### src/rtl/prefix_sched.sv
// Round-robin scheduler sharing one pipelined adder among NREQ requesters.
// A tag pipeline follows each operation through the adder; results land in a credit-protected response FIFO.
module prefix_sched #(
    parameter int NREQ  = 4,
    parameter int W     = 32,
    parameter int LAT   = 6,
    parameter int DEPTH = 8
) (
    input  logic                    clk,
    input  logic                    rst,
    input  logic [NREQ-1:0]         req_valid,
    output logic [NREQ-1:0]         req_ready,
    input  logic [NREQ*W-1:0]       req_x,
    input  logic [NREQ*W-1:0]       req_y,
    input  logic [NREQ-1:0]         req_cin,
    output logic [W-1:0]            add_x,
    output logic [W-1:0]            add_y,
    output logic                    add_cin,
    input  logic [W-1:0]            add_s,
    input  logic                    add_cout,
    output logic                    rsp_valid,
    input  logic                    rsp_ready,
    output logic [$clog2(NREQ)-1:0] rsp_id,
    output logic [W-1:0]            rsp_sum,
    output logic                    rsp_cout,
    output logic                    busy
);
    localparam int IDW = $clog2(NREQ);
    localparam int AW  = (DEPTH > 1) ? $clog2(DEPTH) : 1;
    localparam int OW  = $clog2(DEPTH + 1);
    localparam int EW  = IDW + W + 1;

    logic [IDW-1:0] ptr;
    logic [IDW-1:0] gid;
    logic [IDW-1:0] cand;
    logic           found;
    logic           credit;
    logic           issue;
    logic           pop;
    logic           wr;
    logic [OW-1:0]  occ;
    logic [LAT-1:0] tag_vld;
    logic [IDW-1:0] tag_id [LAT];
    logic [EW-1:0]  mem [DEPTH];
    logic [EW-1:0]  head;
    logic [AW-1:0]  wptr;
    logic [AW-1:0]  rptr;
    logic [OW-1:0]  count;

    // First valid requester at or after ptr, wrapping around
    always_comb begin
        found = 1'b0;
        gid   = '0;
        cand  = '0;
        for (int k = 0; k < NREQ; k++) begin
            cand = IDW'((int'(ptr) + k) % NREQ);
            if (!found && req_valid[cand]) begin
                found = 1'b1;
                gid   = cand;
            end
        end
    end

    // occ counts in-flight plus queued results, so credit alone guarantees FIFO space on return
    assign credit = (occ < OW'(DEPTH));
    assign issue  = found && credit && !rst;

    always_comb begin
        req_ready = '0;
        add_x     = '0;
        add_y     = '0;
        add_cin   = 1'b0;
        if (issue) begin
            req_ready[gid] = 1'b1;
            add_x          = req_x[int'(gid)*W +: W];
            add_y          = req_y[int'(gid)*W +: W];
            add_cin        = req_cin[gid];
        end
    end

    always_ff @(posedge clk or posedge rst) begin
        if (rst) begin
            ptr <= '0;
        end else if (issue) begin
            ptr <= (int'(gid) == NREQ - 1) ? '0 : gid + 1'b1;
        end
    end

    always_ff @(posedge clk or posedge rst) begin
        if (rst) begin
            occ <= '0;
        end else if (issue && !pop) begin
            occ <= occ + 1'b1;
        end else if (!issue && pop) begin
            occ <= occ - 1'b1;
        end
    end

    always_ff @(posedge clk or posedge rst) begin
        if (rst) begin
            tag_vld <= '0;
            for (int i = 0; i < LAT; i++) tag_id[i] <= '0;
        end else begin
            tag_vld[0] <= issue;
            tag_id[0]  <= gid;
            for (int i = 1; i < LAT; i++) begin
                tag_vld[i] <= tag_vld[i-1];
                tag_id[i]  <= tag_id[i-1];
            end
        end
    end

    assign wr        = tag_vld[LAT-1];
    assign rsp_valid = (count != '0);
    assign pop       = rsp_valid && rsp_ready;

    always_ff @(posedge clk or posedge rst) begin
        if (rst) begin
            wptr  <= '0;
            rptr  <= '0;
            count <= '0;
        end else begin
            if (wr)  wptr <= (wptr == AW'(DEPTH - 1)) ? '0 : wptr + 1'b1;
            if (pop) rptr <= (rptr == AW'(DEPTH - 1)) ? '0 : rptr + 1'b1;
            if (wr && !pop)      count <= count + 1'b1;
            else if (!wr && pop) count <= count - 1'b1;
        end
    end

    always_ff @(posedge clk) begin
        if (wr) mem[wptr] <= {tag_id[LAT-1], add_cout, add_s};
    end

    // Head fields are forced to zero while empty so stale entries never show after reset
    assign head     = mem[rptr];
    assign rsp_sum  = rsp_valid ? head[W-1:0]       : '0;
    assign rsp_cout = rsp_valid ? head[W]           : 1'b0;
    assign rsp_id   = rsp_valid ? head[W+1 +: IDW]  : '0;
    assign busy     = (occ != '0);

    assert property (@(posedge clk) disable iff (rst) !(wr && (count == OW'(DEPTH)) && !pop));

endmodule

### config.mk
export PLATFORM = sky130hd
export DESIGN_NAME = prefix_sched
export DESIGN_NICKNAME = d
export VERILOG_FILES = /design/src/rtl/prefix_sched.sv
export SDC_FILE = /design/constraint.sdc
export NUM_CORES = 1
export LEC_CHECK = 0
export CAP_MARGIN = 20
export CORE_MARGIN = 2
export CORE_UTILIZATION = 30
export CTS_CLUSTER_SIZE = 12
export DETAILED_ROUTE_END_ITERATION = 7
export RECOVER_POWER = 50
export SLEW_MARGIN = 20
export SYNTH_ARGS = -nofsm -noshare
export SYNTH_HDL_FRONTEND = slang
export SYNTH_SLANG_ARGS = --single-unit
### constraint.sdc
create_clock -name clk -period 7.46 [get_ports clk]
set_input_delay 1.865 -clock clk [delete_from_list [all_inputs] [get_ports clk]]
set_output_delay 1.865 -clock clk [all_outputs]
set_load 0.05 [all_outputs]
; ---- Word level (Yosys, flattened, before mapping)
; Memories as Yosys holds them, arrays and structs flattened.
; Index checks and enable logic that the tools add are counted.
[op_classes]
magnitude_cmp = 7
mux = 36
n_addsub = 10
n_reduce_logical = 22
n_eq_ne = 3
shifts = 2
[op_table]
columns = op, count
row1 = 128-bit by 8-bit variable part select with 32-bit output, 2
row2 = 32-bit two-way mux, 3
row3 = 4-bit two-way mux, 5
row4 = 2-bit by 3-bit < comparator with 1-bit output (second input constant), 5
row5 = 1-bit two-way mux, 14
row6 = 2-bit two-way mux, 6
row7 = 1-bit logical AND, 11
row8 = 1-bit binary-select mux with 2-bit select, 5
row9 = 4-bit by 1-bit adder with 4-bit output (second input constant), 2
row10 = 4-bit nonzero test, 2
row11 = 4-bit by 1-bit subtractor with 4-bit output (second input constant), 2
row12 = 1-bit zero test, 7
row13 = 3-bit by 1-bit adder with 3-bit output (second input constant), 2
row14 = 3-bit equality test (second input constant), 2
row15 = 3-bit two-way mux, 2
row16 = 2-bit by 1-bit adder with 2-bit output (second input constant), 2
row17 = 2-bit adder (second input constant), 2
row18 = 4-bit < comparator (second input constant), 1
row19 = 2-bit nonzero test, 2
row20 = 1-bit demux with 2-bit select, 1
row21 = 2-bit by 1-bit equality test with 1-bit output (second input constant), 1
row22 = 2-bit by 1-bit greater-or-equal comparator with 1-bit output (second input constant), 1
[word_totals]
ram_bits = 280
regBits = 34
memories = 1
out_inout_bits = 106
in_bits = 300
elab_cells = 93
[mem_list]
columns = name, words, word_bits, read_ports, rd_ports_with_merged_regs, write_ports, line
row1 = mem, 8, 35, 1, 0, 1, 44  ; logic [EW-1:0] mem [DEPTH];

; ---- Depth between registers and ports, before layout
; Gate-level depths: netlist of the first run.
[logic_depth]
depth_word = 18
depth_mapped = 11
ltp_nobuf = 11

; ---- Worst setup path after synthesis of the first run
; OpenSTA, ideal clock, no wires.
[synth_timing]
kind = input port to output port
start = in req_valid[0]
end = out add_x[0]
arrival_ns = 3.640
path_slack_ns = 1.955
stages = 8
path_buffers = 2
required_ns = 5.595
path_cell_list = a21oi_1 > nor3_1 > or3_4 > inv_2 > nand2_1 > buf_4 > buf_6 > o22ai_1
[synth_via]
word_cells_on_any_way = 26
cone_classes = shift: 1 / mux: 17 / reduce/logical: 8
[synth_rtl]
columns = item, line
row1 = "start, declared", 11  ; input logic [NREQ-1:0] req_valid,
row2 = 1-bit binary-select mux with 2-bit select, 57  ; if (!found && req_valid[cand]) begin
row3 = 1-bit two-way mux (implied by the code), 57
row4 = 1-bit two-way mux, 57
row5 = 1-bit zero test, 57
row6 = 1-bit logical AND, 57
row7 = 1-bit two-way mux, 57
row8 = 1-bit zero test, 57
row9 = 1-bit logical AND, 57
row10 = 1-bit two-way mux, 57
row11 = 1-bit zero test, 57
row12 = 1-bit logical AND, 57
row13 = 2-bit two-way mux (*), 57
row14 = named net gid[1], 34  ; logic [IDW-1:0] gid;
row15 = 128-bit by 8-bit variable part select with 32-bit output (*), 75  ; add_x = req_x[int'(gid)*W +: W];
row16 = 32-bit two-way mux (*), 73  ; if (issue) begin
row17 = "end, declared", 16  ; output logic [W-1:0] add_x,
; The timed path passes the listed nets; every way through them passes the cells marked *. The select of a mux whose other input is x is not followed.

; ---- Worst setup path after layout of the first run
[layout_timing]
start = in req_valid[3]
end = out add_y[29]
[layout_via]
elab_chain_cells = 15
word_cells_on_any_way = 26
cone_classes = shift: 1 / mux: 17 / reduce/logical: 8
[layout_lines]
columns = item, line
row1 = "parallel branches: the longest is 14 deep, another holds 1-bit binary-select mux with 2-bit select", --
row2 = 32-bit two-way mux (*), 73
row3 = "end, declared", 17  ; output logic [W-1:0] add_y,
; Every way passes the cells marked *. The select of a mux whose other input is x is not followed.

==> results.yml, run 1 <==
run_status:
  status: "complete, but fails checks"
  violations: "capacitance limit, slew limit"
timing:
  slew-limit-headroom_pct: -79.33
  finalSetupViolations: 0
  worst_clock_skew_ns: 0.01930
  period_share_pct: 86.24
  finalHoldViolCount: 0
  tns_ns: 0
  drv_slew: 264
  tightest_slew_ns: 2.690
  fin_crit_ns: 6.433
  timing.fmax_mhz: 155.4
  grt_setup_unrepaired: "no"
worst_setup_path:
  critPathArrivalTime_ns: 4.57
  criticalPathCategory: "input port to output pin"
  critPathCaptureType: "output pin"
  path_max_fanout: 39
  start_kind: "input port"
  worstPathRequired_ns: 5.60
floorplanning:
  io_pins: 406
  num_rows: 79
  fp.dieH_um: 220.3
  coreArea_mm2: 0.04636
  initial_utilization_pct: 30.29
  die-area_mm2: 0.04855
  die_x_um: 220.3
yosys:
  synth-warning-count: 0
  seq_area_frac_synth_pct: 65.94
  ys_types: 33
  synth.avg_cell_area_um2: 17.68
  synth_top_area_cell: "edfxtp_1"
  synth_top_area_share_pct: 59.88
  synth.cell_area_mm2: 0.01404
  synth_common_cells: "edfxtp_1, mux2i_1, mux4_2"
  synth_ff_type: "edfxtp_1"
  synth_edf_count: 280
  synth.most_common_cell: "edfxtp_1"
  synthTopCellsByArea: "edfxtp_1, mux2i_1, mux4_2, dfrtp_1, o22ai_1"
  syn_nets: 1110
  syn_inst: 794
  synth-seq-cells: 314
  synthArstFlopShare_pct: 10.83
clocking:
  cts_inserted_buffers: 35
  clockRootBuffer: "clkbuf_16"
  cts_buffer_depth: 3
  cts_hold_repair.buffers: 0
  clkSinkCount: 314
  cts_setup_buffers: 0
  path_clk_slew_ns: 0.06
  cts_tree: "yes"
  cts_max_level: 2
  clk_latency_ns: 0.53
  cts-resized-gates: 0
power_and_ir_drop:
  powerDensity_mw_per_mm2: 382.2
  ir_worst_vdd_mv: 0.2953
  internal-power_mw: 4.796
  p_comb_share_pct: 49.0
  clkPwrFrac_pct: 20.6
  power_switching_mw: 3.051
  p_total_mw: 7.847
  swShare_pct: 38.88
  p_seq_share_pct: 30.4
  p_leak_nw: 7.425
drt:
  drt-total-wl_mm: 43.80
  ant_nets: 0
  num_vias: 8861
  firstDrtPassIters: 4
  drc: 0
  post_drt_wl_per_cell_um: 23.71
  vias_per_cell: 4.798
  drt_iter0_drc: 416
global_routing:
  top_usage_layer: "met2"
  grt_max_degree: 73
  grt_util_all_layers_pct: 18.00
  use_met1_pct: 19.91
  met3_usage_pct: 5.924
  grt_antenna_before_repair: 4
  grt_pass1_vias: 9521
  use_met2_pct: 33.24
  grt-ovfl-total: 0
  grt_first_pass_wirelength_mm: 62.80
finish:
  fin_nets: 1528
  post-route-util_pct: 44.28
  area_growth_pct: 46.21
  drive_gt1_share_pct: 17.72
  finalInstanceArea_mm2: 0.02053
  fillers: 4131
placement:
  gp_congestion: 0.8439
  dpl_cell_area_mm2: 0.01947
  dp_hpwl_mm: 30.83
  numPortBuffers: 405
flow_run:
  drv_cap: 8
hold_path:
  hp-class: "flop to flop"
## final cells by class
cell class	count	area, µm²	area share (%)
Clock inverter	16	137.6	0.6704
Clock buffer	45	934.6	4.553
Inverter	10	37.54	0.1828
Multi-Input combinational cell	417	4462	21.73
Timing Repair Buffer	434	4921	23.97
Sequential cell	314	9268	45.14
Antenna cell	4	10.01	0.04876
Tap cell	607	759.5	3.699
## critical path, stage by stage
cell and delay (ns):
clkdlybuf4s50_1 0.57, nor2_1 0.10, a311oi_1 0.39, nand2_2 0.57
buf_4 0.46, o22ai_1 0.41, buf_12 0.20
## cell usage in the layout (no fill, tap or decap), drive strengths merged
master	instances
ha	14
nand3b	1
a211o	1
dfrtp	34
clkinvlp	1
o22ai	66
nand2	7
bufinv	2
dlygate4sd3	11
mux4	70
buf	85
nor4	1
fa	2
nand2b	6
inv	11
or3	1
and2	4
or4	1
edfxtp	280
o21ai	4
a21o	3
a311oi	1
xor2	2
mux2i	165
clkbuf	54
diode	4
a21oi	6
nor2	46
nor3	4
clkinv	12
mux2	6
clkdlybuf4s50	329
xnor2	6
## path summary, 6_finish.rpt
| kind | slack, ns | cells past startpoint | from | endpoint |
|---|---|---|---|---|
| setup / recovery | 1.03 | 7 | req_valid[3] | add_y[29] |
| hold / removal | 0.34 | 0 | tag_vld[2] | tag_vld[3] |
| setup reg to reg | 3.84 | 3 | wptr[0] | mem[2][32] |
| hold reg to reg | 0.34 | 0 | tag_vld[2] | tag_vld[3] |
| max in group asynchronous | 5.25 | 3 | rst | rptr[0] |
| min in group asynchronous | 1.84 | 3 | rst | tag_id[6] |
## power groups by stage
stage                     Clock (mW)  Combinational, mW  Sequential, mW
final                           1.62               3.85            2.38
after global routing            1.73               4.07            2.42
after CTS                       1.67               3.86            2.44
after detailed placement           0               3.84            2.47
after global placement             0               3.82            2.46
after floorplan                    0               2.57            2.27
## flip-flops by register name, indices dropped and copies added (netlist names)
register and count:
occ 4, wptr 3, ptr 2, tag_id 12
tag_vld 6, mem 280, count 4, rptr 3
## metrics by stage
step,instances,setup slack [ns],hold slack [ns]
CTS,1841,0.9842,0.3347
finish,1847,1.027,0.3374
floorplan,794,1.955,0.3312
detailed placement,1780,1.002,0.3347
global route,1846,0.7994,0.3425
global placement,1780,1.034,0.3330
## metal layers
| layer | up-vias | share of wire [%] | routed length, µm |
|---|---|---|---|
| met4 | 0 | 1.6 | 722 |
| met2 | 324 | 54 | 23740 |
| met3 | 46 | 7.8 | 3417 |
| met1 | 4440 | 36 | 15920 |
| met5 | - | 0 | 0 |
| li1 | 4051 | - | - |
## kinds of logic after synthesis
kind of cell,count (synthesis),share of synthesized area (%)
compound gates,81,3.582
xor+xnor,8,0.4990
fa+ha+maj,16,1.533
buf+inv,63,2.629
flops,314,65.94
mux,241,23.47
simple gates,71,2.344
(Power assumes the default switching activity.)
==> run 2, diff against run 1 <==
--- a/config.mk
+++ b/config.mk
@@ -5,6 +5,7 @@
 export SDC_FILE = /design/constraint.sdc
 export NUM_CORES = 1
 export LEC_CHECK = 0
+export ABC_AREA = 1
 export CAP_MARGIN = 20
 export CORE_MARGIN = 2
 export CORE_UTILIZATION = 30
==> run 2 against run 1 <==
Compared with the run above: the run still ends with capacitance limit, slew limit left; final area grew 9.2%; cell count grew 53%; synthesized cell count grew 120%; fmax grew 2.0%.
==> results.yml, run 2 <==
run_status:
  status: "complete, but fails checks"
  violations: "capacitance limit, slew limit"
placement:
  placed_cells: 2759
  dp_hpwl_mm: 38.65
  gp_congestion: 0.9554
  numPortBuffers: 405
clocking:
  cts_tree: "yes"
  cts-resized-gates: 0
  cts_hold_repair.buffers: 0
  clockRootBuffer: "clkbuf_16"
  clkSinkCount: 314
  cts_inserted_buffers: 34
  cts_setup_buffers: 0
  cts_max_level: 2
  clk_latency_ns: 0.51
  path_clk_slew_ns: 0.05
  cts_buffer_depth: 3
floorplanning:
  die-area_mm2: 0.05546
  initial_utilization_pct: 30.47
  coreArea_mm2: 0.05276
  io_pins: 406
  die_x_um: 235.5
  fp.dieH_um: 235.5
  num_rows: 84
timing:
  fin_crit_ns: 6.305
  tightest_slew_ns: 2.733
  period_share_pct: 84.52
  grt_setup_unrepaired: "no"
  slew-limit-headroom_pct: -82.23
  tns_ns: 0
  finalSetupViolations: 0
  finalHoldViolCount: 0
  timing.fmax_mhz: 158.6
  drv_slew: 239
  worst_clock_skew_ns: 0.006533
worst_setup_path:
  rr_worst_depth: 20
  cp-endpoint: "add_x[31]"
  worstPathRequired_ns: 5.60
  critPathCaptureType: "output pin"
  cp-startpoint: "req_valid[3]"
  r2r-start: "ptr[0]"
  regToRegSetupSlack_ns: 3.57
  critPathArrivalTime_ns: 4.44
  criticalPathCategory: "input port to output pin"
  rr_endpoint: "occ[3]"
  path_max_fanout: 131
  start_kind: "input port"
power_and_ir_drop:
  p_leak_nw: 8.861
  swShare_pct: 21.62
  p_comb_share_pct: 10.3
  powerDensity_mw_per_mm2: 169.6
  p_seq_share_pct: 50.6
  power_switching_mw: 0.8220
  p_total_mw: 3.803
  ir_worst_vdd_mv: 0.1298
  clkPwrFrac_pct: 39.2
  internal-power_mw: 2.981
global_routing:
  grt_antenna_before_repair: 11
  met3_usage_pct: 4.315
  grt_pass1_vias: 14200
  top_usage_layer: "met2"
  grt_util_all_layers_pct: 20.09
  use_met1_pct: 22.12
  grt_first_pass_wirelength_mm: 85.37
  use_met2_pct: 37.13
  grt-ovfl-total: 0
  grt_max_degree: 132
yosys:
  syn_inst: 1776
  synth_ff_type: "edfxtp_1"
  synth-seq-cells: 314
  synth_top_area_cell: "edfxtp_1"
  synth_edf_count: 280
  syn_nets: 2092
  synth.cell_area_mm2: 0.01608
  synthTopCellsByArea: "edfxtp_1, inv_1, o21ai_0, nor2_1, dfrtp_1"
  synth_common_cells: "inv_1, edfxtp_1, nor2_1"
  synth.most_common_cell: "inv_1"
  synth-warning-count: 0
  synth_top_area_share_pct: 52.30
  ys_types: 30
  synthArstFlopShare_pct: 10.83
  synth.avg_cell_area_um2: 9.052
  seq_area_frac_synth_pct: 57.59
drt:
  firstDrtPassIters: 5
  ant_nets: 0
  drt_iter0_drc: 708
  vias_per_cell: 4.985
  drc: 0
  drt-total-wl_mm: 57.17
  post_drt_wl_per_cell_um: 20.27
  num_vias: 14060
finish:
  mostFrequentLayoutCell: "clkdlybuf4s50_1"
  fillers: 5188
  regArea_mm2: 0.009264
  area_growth_pct: 39.49
  fin_nets: 2424
  top_register: "mem"
  multi_input_area_mm2: 0.005194
  final_cells: 2820
  final_cell_mix: "clkdlybuf4s50_1, inv_1, edfxtp_1"
  drive_gt1_share_pct: 7.052
  largest_reg_flops: 280
  post-route-util_pct: 42.50
  largestRegisters: "mem x280, tag_id x12, tag_vld x6"
hold_path:
  hp-class: "flop to flop"
flow_run:
  drv_cap: 8
-- run 2: changes by cell type after synthesis, sizes merged, moves of 19 or more --
cell / delta
a21oi: +64
a31oi: +36
buf: +19
clkbuf: +62
inv: +276
mux2i: -165
mux4: -70
nand2: +176
nand3: +142
nand4: +130
nor2: +189
o21ai: +178
o22ai: -31
-- run 2: layout make-up --
cell class	instances	share of cell area, %
Antenna cell	5	0.05579
Clock buffer	43	4.034
Clock inverter	12	0.3292
Inverter	288	4.837
Multi-Input combinational cell	1040	23.16
Sequential cell	314	41.31
Tap cell	688	3.839
Timing Repair Buffer	430	22.43
-- run 2: cells by family (layout without fill, tap and decap cells) --
group | Yosys count | count (layout) | synth area share (%)
xor gates and xnor gates | 6 | 6 | 0.3269
muxes | 1 | 1 | 0.07004
and+or+nand+nor | 692 | 692 | 19.48
other | 0 | 5 | 0
buffers and inverters | 422 | 773 | 10.49
DFF | 314 | 314 | 57.59
adders and majority gates | 16 | 16 | 1.339
AOI/OAI and AO/OA | 325 | 325 | 10.70
-- run 2: metal layers --
layer | routed length, µm | part of all wire, %
met1 | 21300 | 37
met2 | 30050 | 53
met3 | 3556 | 6.2
met4 | 2263 | 4.0
met5 | 0 | 0
-- run 2: power by group through the flow --
stage          sequential (mW)  clock (mW)  combinational [mW]
4_1_cts                   1.92        1.52               0.395
2_1_floorplan             1.96           0               0.160
6_report                  1.92        1.49               0.390
3_5_place_dp              1.96           0               0.393
3_3_place_gp              1.96           0               0.392
5_1_grt                   1.92        1.59               0.426
-- run 2: worst min-delay path by stage --
stage,start,cells past startpoint,end
4_1_cts,tag_vld[0],0,tag_vld[1]
2_1_floorplan,tag_id[2],0,tag_id[0]
6_report,tag_vld[2],0,tag_vld[3]
5_1_grt,tag_id[2],0,tag_id[0]
3_3_place_gp,tag_id[6],0,tag_id[4]
3_5_place_dp,tag_vld[0],0,tag_vld[1]
-- run 2: stage by stage --
stage                     setup slack [ns]  area, µm²  hold slack, ns
after floorplan                      1.590      16080          0.3312
after global placement               1.228      21480          0.3327
after detailed placement             1.215      21480          0.3355
after CTS                            1.196      22460          0.3485
after global routing                 1.025      22430          0.3520
final                                1.155      22430          0.3458
-- run 2: critical path, stage by stage --
cell and delay (ns):
clkdlybuf4s50_1 0.48, inv_1 0.06, nand2_1 0.06, nand2_1 0.08, nor2_1 0.13, nor2_1 0.09
nand3_4 0.11, buf_12 0.40, nand3_4 0.13, buf_12 0.23, a21oi_1 0.38, buf_12 0.19
==> run 3, diff against run 2 <==
==> constraint.sdc (replaced) <==
create_clock -name clk -period 5.35 [get_ports clk]
set_input_delay 1.3375 -clock clk [delete_from_list [all_inputs] [get_ports clk]]
set_output_delay 1.3375 -clock clk [all_outputs]
set_load 0.05 [all_outputs]
==> run 3 against run 2 <==
Compared with the run above: the run now ends clean; global-route usage grew 0.70 points; register-to-register slack got worse by 1.8 ns; total power rose by 43%; routed wire length up 2.5%; worst setup slack worse by 0.90 ns; sequential share of layout area fell by 0.59 points; sequential cell count stayed put; cell count is 1.3% higher; critical endpoint is now add_y[31]; largest cell class unchanged; highest routed layer unchanged.
==> results.yml, run 3 (synthesized netlist as in run 2, its figures left out) <==
drt:
  post_drt_wl_per_cell_um: 20.51
  vias_per_cell: 5.007
  num_vias: 14310
  firstDrtPassIters: 5
  drt-total-wl_mm: 58.59
  drt_iter0_drc: 933
  drc: 0
  ant_nets: 0
clocking:
  cts_inserted_buffers: 34
  cts_tree: "yes"
  cts_buffer_depth: 3
  cts_max_level: 2
  clkSinkCount: 314
  path_clk_slew_ns: 0.06
  clk_latency_ns: 0.50
  clockRootBuffer: "clkbuf_16"
  cts-resized-gates: 0
  cts_setup_buffers: 0
  cts_hold_repair.buffers: 0
finish:
  area_growth_pct: 41.51
  drive_gt1_share_pct: 8.554
  post-route-util_pct: 43.12
  fillers: 5093
  final_cell_mix: "clkdlybuf4s50_1, inv_1, edfxtp_1"
  mostFrequentLayoutCell: "clkdlybuf4s50_1"
  top_register: "mem"
  largest_reg_flops: 280
  largestRegisters: "mem x280, tag_id x12, tag_vld x6"
  fin_nets: 2453
global_routing:
  grt_pass1_vias: 14270
  grt_max_degree: 111
  grt_antenna_before_repair: 15
  grt_first_pass_wirelength_mm: 88.49
  grt_util_all_layers_pct: 20.79
  grt-ovfl-total: 0
worst_setup_path:
  cp-startpoint: "req_valid[0]"
  cp_num_buf_inv: 5
  critPathArrivalTime_ns: 3.76
  cp_common_cell: "nand2_1"
  criticalPathCategory: "input port to output pin"
  cpPeakStageDelay_ns: 0.49
  path_max_fanout: 110
  critPathCaptureType: "output pin"
  r2r-start: "ptr[0]"
  cp_slowest_cell: "clkdlybuf4s50_1"
  cpLargestDelayFamily: "buffers and inverters"
  start_kind: "input port"
  rr_worst_depth: 20
  critical_path_depth: 15
  cp-endpoint: "add_y[31]"
  regToRegSetupSlack_ns: 1.78
  timing.critical_path.cells: "clkdlybuf4s50_1, inv_1, nand2_1, nand2_1, nand2_1, nand2_1, nand2_1, nand2_1, nand2_4, buf_12, nand4_1, nand3_1, a21oi_1, buf_4, buf_12"
  worstPathRequired_ns: 4.01
  rr_endpoint: "occ[3]"
timing:
  slew-limit-headroom_pct: 25.15
  period_share_pct: 95.25
  finalHoldViolCount: 0
  timing.fmax_mhz: 196.2
  worst_clock_skew_ns: 0.01073
  grt_setup_unrepaired: "no"
  drv_slew: 0
  finalSetupViolations: 0
  tightest_slew_ns: 1.119
  fin_crit_ns: 5.096
  tns_ns: 0
hold_path:
  hp-class: "flop to flop"
  hold_start: "tag_vld[3]"
floorplanning:
  die-area_mm2: 0.05546
  fp.dieH_um: 235.5
  initial_utilization_pct: 30.47
  num_rows: 84
  io_pins: 406
  coreArea_mm2: 0.05276
  die_x_um: 235.5
power_and_ir_drop:
  powerDensity_mw_per_mm2: 239.1
  p_leak_nw: 9.076
  ir_worst_vdd_mv: 0.1782
run_status:
  status: "complete, no violations"
placement:
  numPortBuffers: 405
  gp_congestion: 1.010
  dp_hpwl_mm: 41.13
flow_run:
  drv_cap: 0
run 3: cell types whose count changed in the layout (fill, tap and decap cells not counted), moves of 2 or more:
cell,previous run,this run
inv_6,2,0
nor2_1,231,234
nor2_4,3,0
diode_2,5,18
clkdlybuf4s50_1,326,303
clkinv_1,5,3
clkbuf_1,14,3
bufinv_16,0,2
dlygate4sd3_1,10,33
clkbuf_8,2,0
buf_4,8,43
clkbuf_16,34,37
run 3: report_power, final:
part           leakage (nW)  switching [mW]  internal, mW
clock network         0.508           0.877          1.33
registers              2.94         0.00357          2.68
logic                  5.63           0.264         0.288
run 3: worst min path at each step:
stage | slack [ns] | cells past startpoint | to
3_3_place_gp | 0.33 | 0 | tag_id[3]
6_report | 0.35 | 0 | tag_vld[4]
4_1_cts | 0.35 | 0 | tag_vld[4]
5_1_grt | 0.35 | 0 | tag_vld[1]
2_1_floorplan | 0.33 | 0 | tag_id[0]
3_5_place_dp | 0.33 | 0 | tag_vld[4]
run 3: per-layer routing:
metal,track usage (%),vias to the layer above,wire length (µm)
met2,37.69,513,30510
met1,23.54,6894,22030
met4,10.11,0,2649
met3,3.717,106,3395
li1,-,6793,-
met5,0,-,0
run 3: per-stage QoR:
| step | std cells | cell area (µm²) | hold WS [ns] | setup WS, ns | total power, mW |
|---|---|---|---|---|---|
| 6_report | 2857 | 22750 | 0.3460 | 0.2541 | 5.440 |
| 5_1_grt | 2851 | 22730 | 0.3532 | 0.03434 | 5.640 |
| 4_1_cts | 2839 | 22760 | 0.3479 | 0.2352 | 5.498 |
| 3_5_place_dp | 2789 | 21730 | 0.3347 | 0.2425 | 3.288 |
| 3_3_place_gp | 2789 | 21730 | 0.3327 | 0.2559 | 3.287 |
| 2_1_floorplan | 1776 | 16080 | 0.3312 | 0.5349 | 2.955 |
run 3: final cells by class:
type / count / area, µm² / area share [%]
Antenna cell: 18 / 45.04 / 0.1980
Clock buffer: 40 / 937.1 / 4.119
Clock inverter: 10 / 98.84 / 0.4345
Inverter: 288 / 1085 / 4.768
Multi-Input combinational cell: 1040 / 5171 / 22.73
Sequential cell: 314 / 9264 / 40.72
Tap cell: 688 / 860.8 / 3.784
Timing Repair Buffer: 459 / 5288 / 23.24
